[src/rtl/spfp_pkg.sv]
// ============================================================
// spfp_pkg : shared constants and stage record for spfp_norm_round
// Rev 1.0
// ============================================================
`default_nettype none

package spfp_pkg;

  localparam int          BIAS        = 127;
  localparam int          EXP_MAX     = 255;
  localparam logic [31:0] QNAN        = 32'h7FC0_0000;
  localparam int          RAW_MANT_W  = 28;
  localparam int          NORM_MANT_W = RAW_MANT_W - 1;

  // Normalized record between the two stages: hidden bit at [26], G/R/S at [2:0]
  typedef struct packed {
    logic                   sign;
    logic                   nan;
    logic                   inf;
    logic                   zero;
    logic signed [9:0]      exp;
    logic [NORM_MANT_W-1:0] mant;
  } stage_t;

endpackage

`default_nettype wire

[src/rtl/spfp_lzc.sv]
// ============================================================
// spfp_lzc : combinational leading-zero count of a 27-bit mantissa
// Rev 1.0
// ============================================================
`default_nettype none

module spfp_lzc
  import spfp_pkg::*;
(
  input  logic [NORM_MANT_W-1:0] data_i,
  output logic [4:0]             count_o
);

  // Ascending scan so the most significant set bit wins; all-zero input yields 27
  always_comb begin
    count_o = 5'd27;
    for (int i = 0; i < NORM_MANT_W; i++) begin
      if (data_i[i]) begin
        count_o = 5'(NORM_MANT_W - 1 - i);
      end
    end
  end

endmodule

`default_nettype wire

[src/rtl/spfp_norm_round.sv]
// ============================================================
// spfp_norm_round : 2-stage normalize + round-to-nearest-even to IEEE single
// Rev 1.0
// ============================================================
`default_nettype none

module spfp_norm_round
  import spfp_pkg::*;
(
  input  logic                  clk,
  input  logic                  rst,
  input  logic                  in_valid,
  output logic                  in_ready,
  input  logic                  in_sign,
  input  logic [7:0]            in_exp,
  input  logic [RAW_MANT_W-1:0] in_mant,
  input  logic                  in_nan,
  input  logic                  in_inf,
  output logic                  out_valid,
  input  logic                  out_ready,
  output logic [31:0]           z,
  output logic                  out_overflow,
  output logic                  out_underflow
);

  localparam logic signed [9:0] EXP_OVF = EXP_MAX[9:0];

  logic        s1_valid_q, s1_valid_d;
  stage_t      s1_q, s1_d, norm;
  logic        out_valid_q, out_valid_d;
  logic [31:0] z_q, z_d;
  logic        ovf_q, ovf_d, unf_q, unf_d;

  logic        s2_advance;
  logic        accept;
  logic [4:0]  lzc;

  logic signed [9:0] exp_s1, exp_rnd;
  logic [24:0]       sig_rnd;
  logic              rnd_inc;
  logic [22:0]       frac_rnd;
  logic [31:0]       res_z;
  logic              res_ovf, res_unf;

  spfp_lzc u_lzc (
    .data_i  (in_mant[NORM_MANT_W-1:0]),
    .count_o (lzc)
  );

  assign s2_advance = !out_valid_q || out_ready;
  assign in_ready   = !rst && (!s1_valid_q || s2_advance);
  assign accept     = in_valid && in_ready;

  // Stage 1: normalize so the hidden bit lands at [26]
  always_comb begin
    norm.sign = in_sign;
    norm.nan  = in_nan;
    norm.inf  = in_inf;
    norm.zero = (in_mant == '0);
    if (in_mant[RAW_MANT_W-1]) begin
      norm.mant = {in_mant[27:2], in_mant[1] | in_mant[0]};
      norm.exp  = {2'b00, in_exp} + 10'd1;
    end else begin
      norm.mant = in_mant[NORM_MANT_W-1:0] << lzc;
      norm.exp  = {2'b00, in_exp} - {5'd0, lzc};
    end
  end

  always_comb begin
    s1_valid_d = s1_valid_q;
    s1_d       = s1_q;
    if (in_ready) begin
      s1_valid_d = in_valid;
    end
    if (accept) begin
      s1_d = norm;
    end
  end

  // Stage 2: round to nearest even, then classify the final exponent
  always_comb begin
    exp_s1   = s1_q.exp;
    rnd_inc  = s1_q.mant[2] & (s1_q.mant[1] | s1_q.mant[0] | s1_q.mant[3]);
    sig_rnd  = {1'b0, s1_q.mant[26:3]} + {24'd0, rnd_inc};
    exp_rnd  = exp_s1 + $signed({9'd0, sig_rnd[24]});
    frac_rnd = sig_rnd[24] ? sig_rnd[23:1] : sig_rnd[22:0];
    res_z    = '0;
    res_ovf  = 1'b0;
    res_unf  = 1'b0;
    if (s1_q.nan) begin
      res_z = QNAN;
    end else if (s1_q.inf) begin
      res_z = {s1_q.sign, 8'hFF, 23'h0};
    end else if (s1_q.zero) begin
      res_z = '0;
    end else if (exp_rnd >= EXP_OVF) begin
      res_z   = {s1_q.sign, 8'hFF, 23'h0};
      res_ovf = 1'b1;
    end else if (exp_rnd <= 10'sd0) begin
      res_z   = {s1_q.sign, 31'h0};
      res_unf = 1'b1;
    end else begin
      res_z = {s1_q.sign, exp_rnd[7:0], frac_rnd};
    end
  end

  always_comb begin
    out_valid_d = out_valid_q;
    z_d         = z_q;
    ovf_d       = ovf_q;
    unf_d       = unf_q;
    if (s2_advance) begin
      out_valid_d = s1_valid_q;
      z_d         = res_z;
      ovf_d       = res_ovf;
      unf_d       = res_unf;
    end
  end

  always_ff @(posedge clk) begin
    if (rst) begin
      s1_valid_q  <= 1'b0;
      out_valid_q <= 1'b0;
    end else begin
      s1_valid_q  <= s1_valid_d;
      out_valid_q <= out_valid_d;
    end
    s1_q  <= s1_d;
    z_q   <= z_d;
    ovf_q <= ovf_d;
    unf_q <= unf_d;
  end

  // Datapath flops are never reset, so outputs are masked whenever no result is live
  assign out_valid     = out_valid_q && !rst;
  assign z             = out_valid ? z_q : '0;
  assign out_overflow  = out_valid && ovf_q;
  assign out_underflow = out_valid && unf_q;

endmodule

`default_nettype wire

[config.mk]
export PLATFORM = sky130hd
export DESIGN_NAME = spfp_norm_round
export DESIGN_NICKNAME = d
export VERILOG_FILES = /design/src/rtl/spfp_pkg.sv /design/src/rtl/spfp_lzc.sv /design/src/rtl/spfp_norm_round.sv
export SDC_FILE = /design/constraint.sdc
export NUM_CORES = 1
export LEC_CHECK = 0
export CORE_AREA = 2 2 88 174
export DETAILED_ROUTE_END_ITERATION = 6
export DIE_AREA = 0 0 90 176
export PLACE_DENSITY = 0.68
export SLEW_MARGIN = 0
export SYNTH_ARGS = -nofsm -noshare
export SYNTH_HDL_FRONTEND = slang
export SYNTH_SLANG_ARGS = --single-unit
[constraint.sdc]
create_clock -name clk -period 5.1 [get_ports clk]
set_input_delay 1.53 -clock clk [delete_from_list [all_inputs] [get_ports clk]]
set_output_delay 1.53 -clock clk [all_outputs]
set_load 0.01 [all_outputs]
==> impl_metrics.tcl <==
set metrics [dict create \
    synth_top_family_by_area "simple AND/OR/NAND/NOR gates" \
    worstSetupEndpointType "flop" \
    dr.pass1.iters 5 \
    internal_power_uw 1220 \
    drt-initial-drc-count 287 \
    hold_depth 2 \
    slew_headroom_pct 19.9 \
    synth_xor_area_share_pct 5.09 \
    synth.distinct_cells 67 \
    finalPower_uw 1640 \
    final_cells 913 \
    clock_latency_ns 0.33 \
    tightestPinTransition_ns 1.20 \
    clk_pin_slew_ns 0.05 \
    pin_count 79 \
    r2r-start "s1_q[11]" \
    finalSetupViolations 0 \
    ys.flop_type "edfxtp_1" \
    dieArea_mm2 0.0158 \
    startpoint_type "primary input" \
    io_buffer_count 78 \
    cp_max_fo 7 \
    hold_path.class "flop to flop" \
    antenna_found_initial 0 \
    numCtsBuffers 9 \
    root_buffer "clkbuf_16" \
    synth.most_common_cell "edfxtp_1" \
    die_h_um 176 \
    wl_um 17100 \
    irDropWorstVdd_mv 0.167 \
    p_leak_uw 0.00282 \
    nets 770 \
    pwr-share-comb_pct 21.8 \
    r2r_cells 18 \
    seqPwrFrac_pct 45.9 \
    synthToLayoutAreaGrowth_pct 27.6 \
    postCtsSetupBuffers 0 \
    postLayoutCoreUtil_pct 50.3 \
    netlist_instances 603 \
    placed_cells 898 \
    grt_pass1_wl_um 26300 \
    rows 62 \
    cp_slowest_cell "nor4_1" \
    place_ws_ns -0.00446 \
    power_density_mw_per_mm2 226 \
    ys_seq_elements 77 \
    synthSimpleGateAreaFrac_pct 20.8 \
    ys_seq_area_share_pct 40.3 \
    drive_gt1_share_pct 12.3 \
    syn_avg_cell_area_um2 9.42 \
    diodes 0 \
    fin_ws_ns 0.261 \
    syn_nets 656 \
    synth_top_cells_by_count "edfxtp_1, nor2_1, mux2i_1, nand2_1, and2_1" \
    critical_path_required_ns 5.18 \
    grt_max_degree 42 \
    hold_buffers 0 \
    ys_warn_count 0 \
    track_usage_pct 21.8 \
    reg2reg_to "z_q[22]" \
    finalCriticalPeriod_ns 4.84 \
    clock_path_buffers 2 \
    vias 5077 \
    rsz0062_at_grt "no" \
    final_antenna_net_count 0 \
    async_reset_ff_share_pct 0 \
    cts_tree "built" \
    nFillCells 1393 \
    critPathMaxStageDelay_ns 0.87 \
    crit_type "primary input to flop" \
    synth-edff-count 75 \
    synth_top_area_share_pct 39.6 \
    synth_area_mm2 0.00568 \
    finalCritPeriodShare_pct 94.9 \
    start_util_pct 39.4 \
    reg2reg_slack_ns 1.05 \
    hpwlAfterDp_um 14200 \
    worstPathCellList "clkdlybuf4s50_1, nor4_1, nand3_1, nor2_1, inv_1, ha_1, a21oi_1, o21ai_0, nor3_1, a41oi_1, xnor2_1" \
    synthTopCellsByArea "edfxtp_1, mux2i_1, and2_1" \
    gp_congestion 0.948 \
    swShare_pct 25.9 \
    outcome "finished clean" \
    htreeDepth 3 \
    viasPerCell 5.56 \
    cts_resized 0 \
    drcViolationCount 0 \
    arrival_ns 4.92 \
    finalHoldViolCount 0 \
    grt_pass1_vias 5101 \
    hp-start "s1_valid_q" \
    core-area_mm2 0.0144 \
    routedWlPerCell_um 18.7 \
    synthAdderAreaFrac_pct 2.33 \
    synth_mux_area_share_pct 11.3 \
    synth_top_cell_by_area "edfxtp_1" \
    cts_num_sinks 77 \
    slew_violations 0 \
    power_switching_uw 426 \
    fmax_mhz 207 \
    fin_skew_ns 0.00561 \
    worstHoldEndpoint "out_valid_q" \
    gr-total-overflow 0 \
    clock_power_share_pct 32.2 \
    cap_violations 0 \
    synth_compound_area_share_pct 16.2 \
    dieWidth_um 90 \
]
worst max path at each step:
stage,from,to,slack [ns],cells past startpoint
2_1_floorplan,in_mant[18],exp_s1[8],0.92,14
3_3_place_gp,in_mant[23],exp_s1[7],0.05,11
3_5_place_dp,in_mant[23],exp_s1[7],-0.004,11
4_1_cts,in_mant[23],exp_s1[7],0.35,11
5_1_grt,in_mant[23],exp_s1[8],0.10,10
6_report,in_mant[23],exp_s1[7],0.26,11
final cells by class:
type                    count  area [um2]  area share (%)
multi-input cells         470        3160            43.6
well taps                 192         240            3.31
clock buffers              11         233            3.21
inverters                  30         118            1.62
repair buffers            129        1190            16.4
flip-flops and latches     77        2290            31.6
clock inverters             4        16.3           0.224
flip-flops by register name, summed over array words and instances, names as in the netlist:
signal and cells:
exp_s1 10, unf_q 1, out_valid_q 1, s1_q 31, ovf_q 1, s1_valid_q 1
z_q 32
critical path: cells and delay by family:
family	cells	cell delay, ns
AND/OR/NAND/NOR	4	1.65
adder cells (fa/ha/maj)	1	0.37
buffers and inverters	2	0.78
XOR/XNOR	1	0.09
AO/OA/AOI/OAI	3	0.50
power by group through the flow:
stage	combinational (uW)	sequential, uW	clock [uW]
finish	359	754	529
global placement	351	765	0
detailed placement	353	767	0
global route	383	757	568
CTS	354	754	539
floorplan	195	761	0
cells in the final DEF, fill, tap and decap left out, types with 15 or more instances in the layout:
| cell type | instances |
|---|---|
| a21oi_1 | 31 |
| and2_1 | 38 |
| buf_4 | 49 |
| clkdlybuf4s50_1 | 78 |
| edfxtp_1 | 75 |
| inv_1 | 28 |
| mux2i_1 | 44 |
| nand2_1 | 40 |
| nand3_1 | 22 |
| nor2_1 | 47 |
| nor3_1 | 29 |
| o21ai_0 | 31 |
| xnor2_1 | 18 |
| xor2_1 | 15 |
kinds of logic (layout without fill, tap and decap cells):
kind of cell               count (synthesis)  in the layout
xor gates and xnor gates                  33             33
adders and majority gates                 10             10
and+or+nand+nor                          227            227
muxes                                     61             61
DFF                                       77             77
buffers and inverters                     56            174
AOI/OAI and AO/OA                        139            139
per-layer routing:
layer / up-vias / GRT usage, % / wire length, um
met5: - / 0 / 0
met2: 181 / 42.8 / 9340
li1: 2474 / - / -
met3: 77 / 3.03 / 620
met4: 0 / 20.3 / 1700
met1: 2345 / 17.9 / 5430
stage by stage:
stage | hold slack, ns | cell area, um2 | setup TNS (ns)
after detailed placement | 0.502 | 7000 | -0.00446
after CTS | 0.513 | 7250 | 0
final | 0.510 | 7250 | 0
after global placement | 0.477 | 7000 | 0
after floorplan | 0.464 | 5680 | 0
after global routing | 0.521 | 7250 | 0
Power figures use the tool's default switching activity.
